==> config.mk <==
export PLATFORM = sky130hd
export DESIGN_NAME = mem_port_arbiter
export DESIGN_NICKNAME = d
export VERILOG_FILES = /design/src/rtl/mem_port_arbiter.sv
export SDC_FILE = /design/constraint.sdc
export NUM_CORES = 1
export LEC_CHECK = 0
export CORE_ASPECT_RATIO = 0.9
export CORE_MARGIN = 10
export CORE_UTILIZATION = 37
export DETAILED_ROUTE_END_ITERATION = 6
export GPL_TIMING_DRIVEN = 0
export PLACE_DENSITY_LB_ADDON = 0.08
export SLEW_MARGIN = 30
export SYNTH_ARGS = -nofsm -noshare
export SYNTH_HDL_FRONTEND = slang
export SYNTH_SLANG_ARGS = --single-unit
==> constraint.sdc <==
create_clock -name clk -period 3.6 [get_ports clk]
set_clock_uncertainty 0.15 [all_clocks]
set_input_delay 0.36 -clock clk [delete_from_list [all_inputs] [get_ports clk]]
set_output_delay 0.36 -clock clk [all_outputs]
set_load 0.01 [all_outputs]
==> src/rtl/mem_port_arbiter.sv <==
// Shares one single-port memory between the fetch and memory stages of a pipeline.
// Define MEM_ARB_FAIR_EN to alternate grants under contention instead of always favouring data.
module mem_port_arbiter #(
    parameter int ADDR_W = 32,
    parameter int DATA_W = 32
) (
    input  logic              clk,
    input  logic              reset,
    input  logic              if_req,
    input  logic [ADDR_W-1:0] if_addr,
    input  logic              if_flush,
    output logic              if_valid,
    output logic [DATA_W-1:0] if_rdata,
    input  logic              d_req,
    input  logic              d_we,
    input  logic [ADDR_W-1:0] d_addr,
    input  logic [DATA_W-1:0] d_wdata,
    output logic              d_valid,
    output logic [DATA_W-1:0] d_rdata,
    output logic              StallF,
    output logic              StallM,
    output logic              mem_req,
    output logic              mem_we,
    output logic [ADDR_W-1:0] mem_addr,
    output logic [DATA_W-1:0] mem_wdata,
    input  logic              mem_ack,
    input  logic [DATA_W-1:0] mem_rdata
);

    typedef enum logic [1:0] {IDLE, D_WAIT, I_WAIT} state_e;

    state_e              state_q, state_d;
    logic                mem_req_q, mem_req_d;
    logic                mem_we_q, mem_we_d;
    logic [ADDR_W-1:0]   mem_addr_q, mem_addr_d;
    logic [DATA_W-1:0]   mem_wdata_q, mem_wdata_d;
    logic                discard_q, discard_d;
    logic                want_i;
    logic                grant_d, grant_i;

    // A flushed fetch request is not worth starting.
    assign want_i = if_req & ~if_flush;

`ifdef MEM_ARB_FAIR_EN
    logic last_d_q, last_d_d;   // 1 = data stage won the most recent grant

    always_comb begin
        grant_d = d_req & (~want_i | ~last_d_q);
        grant_i = want_i & (~d_req | last_d_q);
    end

    always_comb begin
        last_d_d = last_d_q;
        if (state_q == IDLE && (grant_d || grant_i))
            last_d_d = grant_d;
    end

    always_ff @(posedge clk) begin
        if (reset) last_d_q <= 1'b0;
        else       last_d_q <= last_d_d;
    end
`else
    always_comb begin
        grant_d = d_req;
        grant_i = want_i & ~d_req;
    end
`endif

    // NOTE: every output of this block gets a default first, so no path can infer a latch.
    always_comb begin
        state_d     = state_q;
        mem_req_d   = mem_req_q;
        mem_we_d    = mem_we_q;
        mem_addr_d  = mem_addr_q;
        mem_wdata_d = mem_wdata_q;
        discard_d   = discard_q;
        if_valid    = 1'b0;
        d_valid     = 1'b0;

        unique case (state_q)
            IDLE: begin
                if (grant_d) begin
                    state_d     = D_WAIT;
                    mem_req_d   = 1'b1;
                    mem_we_d    = d_we;
                    mem_addr_d  = d_addr;
                    mem_wdata_d = d_wdata;
                end else if (grant_i) begin
                    state_d    = I_WAIT;
                    mem_req_d  = 1'b1;
                    mem_we_d   = 1'b0;
                    mem_addr_d = if_addr;
                end
            end
            D_WAIT: begin
                if (mem_ack) begin
                    d_valid   = 1'b1;
                    mem_req_d = 1'b0;
                    state_d   = IDLE;
                end
            end
            I_WAIT: begin
                // A flush in the ack cycle itself must also kill the returning word.
                discard_d = discard_q | if_flush;
                if (mem_ack) begin
                    if_valid  = ~(discard_q | if_flush);
                    mem_req_d = 1'b0;
                    discard_d = 1'b0;
                    state_d   = IDLE;
                end
            end
            default: state_d = IDLE;
        endcase

        if (reset) begin
            if_valid = 1'b0;
            d_valid  = 1'b0;
        end
    end

    // NOTE: sequential state uses non-blocking assignments so all flops update together.
    always_ff @(posedge clk) begin
        if (reset) begin
            state_q     <= IDLE;
            mem_req_q   <= 1'b0;
            mem_we_q    <= 1'b0;
            mem_addr_q  <= '0;
            mem_wdata_q <= '0;
            discard_q   <= 1'b0;
        end else begin
            state_q     <= state_d;
            mem_req_q   <= mem_req_d;
            mem_we_q    <= mem_we_d;
            mem_addr_q  <= mem_addr_d;
            mem_wdata_q <= mem_wdata_d;
            discard_q   <= discard_d;
        end
    end

    assign mem_req   = mem_req_q;
    assign mem_we    = mem_we_q;
    assign mem_addr  = mem_addr_q;
    assign mem_wdata = mem_wdata_q;
    assign if_rdata  = mem_rdata;
    assign d_rdata   = mem_rdata;
    assign StallF    = if_req & ~if_valid & ~if_flush;
    assign StallM    = d_req & ~d_valid;

endmodule

# == After elaboration in Yosys (flattened, before gate mapping) ==
# Index checks and enable logic that the tools add are counted.
# word_totals
ff_bits,69
inputBits,135
output_inout_bits,134
wordCells,48
# op_classes
n_eq_ne,4
n_mux,19
n_bitwise,11
n_reduce_logical,8
# ops
op,count
$mux 32,2
$mux 1,12
$mux 2,3
$reduce_and 2->1,3
$and 1x1->1,5
$not 1->1,5
$pmux 2 s2,1
$reduce_bool 2->1,2
$ne 3x3->1 const B,1
$reduce_and 3->1,1
$eq 2x1->1 const B,1
$eq 2x2->1 const B,1
$logic_not 2->1,1
$ne 2x1->1 const B,1
$pmux 1 s2,1
$reduce_or 2->1,1
$or 1x1->1,1

# == Longest topological paths before layout ==
# depth
ltp_word,8
depth_mapped,7
depth_no_buf,5

# == Worst setup path after synthesis ==
# OpenSTA, ideal clock, no wires.
# synth_path
path_type,input -> output
start,input d_req
end,output StallM
arrival_time_ps,1043
required_ps,3090
slack_ps,2047
path_stages,4
path_buffers,3
path_cell_list,buf_4 > buf_6 > buf_2 > nor2b_1
# synth_via
elab_chain_len,1
# synth_rtl
element,line,source
"start, declared",14,"input logic d_req,"
$and 1x1->1,147,assign StallM = d_req & ~d_valid;
"end, declared",21,"output logic StallM,"
# No other way between the ends.

# == Worst setup path in the final report ==
# layout_path
start,register state_q[0]
end,output StallF
# layout_via
elab_chain_len,6
# layout_rtl
element,line,source
"start, declared",32,"state_e state_q, state_d;"
"start signal, assigned",131,state_q <= state_d;
$eq 2x2->1,80,unique case (state_q)
$mux 1,80,
$mux 1,115,if (reset) begin
$not 1->1,146,assign StallF = if_req & ~if_valid & ~if_flush;
$and 1x1->1 (2 in a row),146,
"end, declared",20,"output logic StallF,"
# No other way between the ends.

==> metrics.md <==
| Metric | Value |
|---|---|
| First-pass GRT wire length | 20.5 mm |
| CP delay by family, top | buffers and inverters |
| Clk buf depth | 2 |
| Initial DRC count | 99 |
| Setup TNS | 0 ns |
| Syn_nets | 530 |
| WP buf/inv | 2 |
| Post-Synthesis Cells | 392 |
| Hold Violations, Final | 0 |
| Peak supply drop | 0.188 mV |
| Yosys top cell area share | 38.7% |
| Ant. Diodes | 0 |
| Die H | 113 um |
| Max incr delay on CP | 0.56 ns |
| Hold buffer count at CTS | 0 |
| Static leakage | 0.00277 uW |
| CP max FO | 4 |
| FMAX | 422 MHz |
| Ranking of synthesized cells by area | dfxtp_1, buf_4, mux2i_1, o211a_1, nand2_1 |
| Standard-cell row count | 33 |
| 1st-pass router iterations | 4 |
| Final setup violation count | 0 |
| Die width | 124 um |
| Slew @ Worst Pin | 0.527 ns |
| WP data required | 3.09 ns |
| Die ar. | 14000 um^2 |
| Vias in the first global route | 3740 |
| Routed length per instance | 18.1 um |
| Slowest-stage cell, CP | clkdlybuf4s50_1 |
| Status | complete, no violations |
| RSZ-0062 raised after global routing | false |
| Clk root buf | clkbuf_8 |
| Max-Slew Margin vs Limit | 64.8% |
| Avg Synthesized Cell Area | 9.10 um^2 |
| Hold WC Path Type | reg -> reg |
| Worst skew pair latency | 0.33 ns |
| Total Wirelength | 13.8 mm |
| TritonCTS clock tree | yes |
| Largest net degree at the start of global routing | 12 |
| CP Class | reg -> out |
| Ys async rst share | 0% |
| H-tree depth | 3 |
| Post-synth EDFFs | 0 |
| Floorplan core area | 9250 um^2 |
| Critical path launch point type | flip-flop |
| P per Cell Area | 349 nW/um^2 |
| Cell taking the most area after synthesis | dfxtp_1 |
| Total number of vias | 3600 |
| Grt ovf | 0 |
| Cell Area, Placed | 6070 um^2 |
| CTS Sinks | 69 |
| Post-layout instance area | 6230 um^2 |
| Routed vias/inst | 4.71 |
| TritonCTS Buffers | 9 |
| Residual DRC count | 0 |
| Design Power | 2170 uW |
| Max-cap violations | 0 |
| Clk slew on worst S/H paths | 0.08 ns |
| Yosys cell types | 26 |
| Critical Path AT | 1.86 ns |
| Final ANT Viol Nets | 0 |
| Most frequent cells after synthesis | buf_4, dfxtp_1, nand2_1 |
| GRT Util Overall | 18.3% |
| Final Max Tran Viols | 0 |
| Yosys warnings | 0 |
| Final Critical Period | 2.37 ns |
| Area growth, synth to finish | 74.6% |
| Netlist Area Pre-Place | 3570 um^2 |
| I/O pin cnt | 269 |
| Endpoint type of the worst setup path | primary output |
| Layout fillers | 836 |
| Layout Nets | 776 |
| Register area share after synthesis | 38.7% |
| Placed wire-length estimate | 11.6 mm |
| Post-CTS sizing | 0 |
| Gp weighted congestion | 0.758 |
| PortBufs | 235 |
| #FFs+latches synth | 69 |
| Fin crit share | 65.8% |
| Most common cell in the netlist | buf_4 |
| Dominant synthesized flop cell | dfxtp_1 |
| Initial antenna violation count | 0 |
| Initial Utilization | 38.6% |
| Post-CTS Setup Inserts | 0 |
| Worst path cell trace | inv_1 -> ha_1 -> and3_1 -> nor2_1 -> clkdlybuf4s50_1 |
| Layout cell share with drive strength beyond 1 | 15.9% |
==> state kept, by name (all words and copies together) (netlist names) <==
name / count
mem_wdata: 32
mem_req: 1
mem_we: 1
state_q: 2
mem_addr: 32
discard_q: 1
==> worst register-to-register path, stage by stage, from the launching register on <==
cell      delay, ns
dfxtp_1        0.35
inv_1          0.09
ha_1           0.15
buf_2          0.22
clkbuf_1       0.40
o211ai_1       0.16
o211a_1        0.17
==> layer usage <==
metal,track usage (%),share of wire (%)
met5,0,0
met1,18.7,36
met4,4.19,0.85
met2,34.2,52
met3,6.91,11
==> layout make-up <==
type | count | area, um^2 | area share, %
clock inverter | 4 | 26.3 | 0.422
timing repair buffer | 235 | 2350 | 37.8
sequential | 69 | 1380 | 22.2
buffer | 97 | 683 | 11.0
inverter | 4 | 15.0 | 0.241
multi-input combinational | 222 | 1490 | 23.9
tap | 122 | 153 | 2.45
clock buffer | 11 | 131 | 2.11
==> stage by stage <==
| step | utilization, % | setup WS, ns | hold WS, ns | cells |
|---|---|---|---|---|
| floorplan | - | 2.05 | 0.311 | 392 |
| global placement | 65.7 | 1.26 | 0.292 | 749 |
| detailed placement | 65.7 | 1.25 | 0.296 | 749 |
| CTS | 67.4 | 1.21 | 0.307 | 764 |
| global route | 67.4 | 1.13 | 0.321 | 764 |
| finish | 67.4 | 1.23 | 0.307 | 764 |
==> placed cells by master (no fill, tap or decap) <==
cell / n
clkinv_2: 2
o211a_1: 32
o21ai_0: 1
clkinvlp_4: 1
o311ai_0: 1
nand2b_1: 3
clkinv_1: 1
nor2_1: 2
clkdlybuf4s50_1: 235
nand3_1: 2
dfxtp_1: 69
clkinv_4: 1
ha_1: 3
buf_2: 12
buf_1: 1
mux2i_1: 33
clkbuf_1: 10
o21a_1: 1
nand2_1: 67
buf_6: 5
o32ai_1: 1
a21oi_1: 35
a211oi_1: 2
buf_4: 71
o211ai_1: 32
o21a_4: 1
inv_1: 3
and2_1: 2
clkbuf_8: 9
and3_1: 1
nor2b_1: 3
==> cells by family (layout without fill, tap and decap cells) <==
group	Yosys count	count (layout)	synth area share (%)
flip-flops	69	69	38.7
AND/OR/NAND/NOR	80	80	9.12
adder cells (fa/ha/maj)	3	3	1.05
AO/OA/AOI/OAI	106	106	22.3
buffers and inverters	101	351	19.6
multiplexers	33	33	9.26
==> worst paths after layout <==
check                  end  depth (start not counted)  slack (ns)     startpoint
min          mem_wdata[13]                          2        0.31  mem_wdata[13]
max                 StallF                          5        1.23     state_q[0]
min reg2reg  mem_wdata[13]                          2        0.31  mem_wdata[13]
max reg2reg   mem_addr[18]                          6        1.80     state_q[0]
==> power by group <==
group	leakage, uW	internal, uW	switching (uW)
clock network	0.0000792	246	287
registers	0.000570	843	41.1
logic	0.00212	449	308
(Power assumes the default switching activity.)
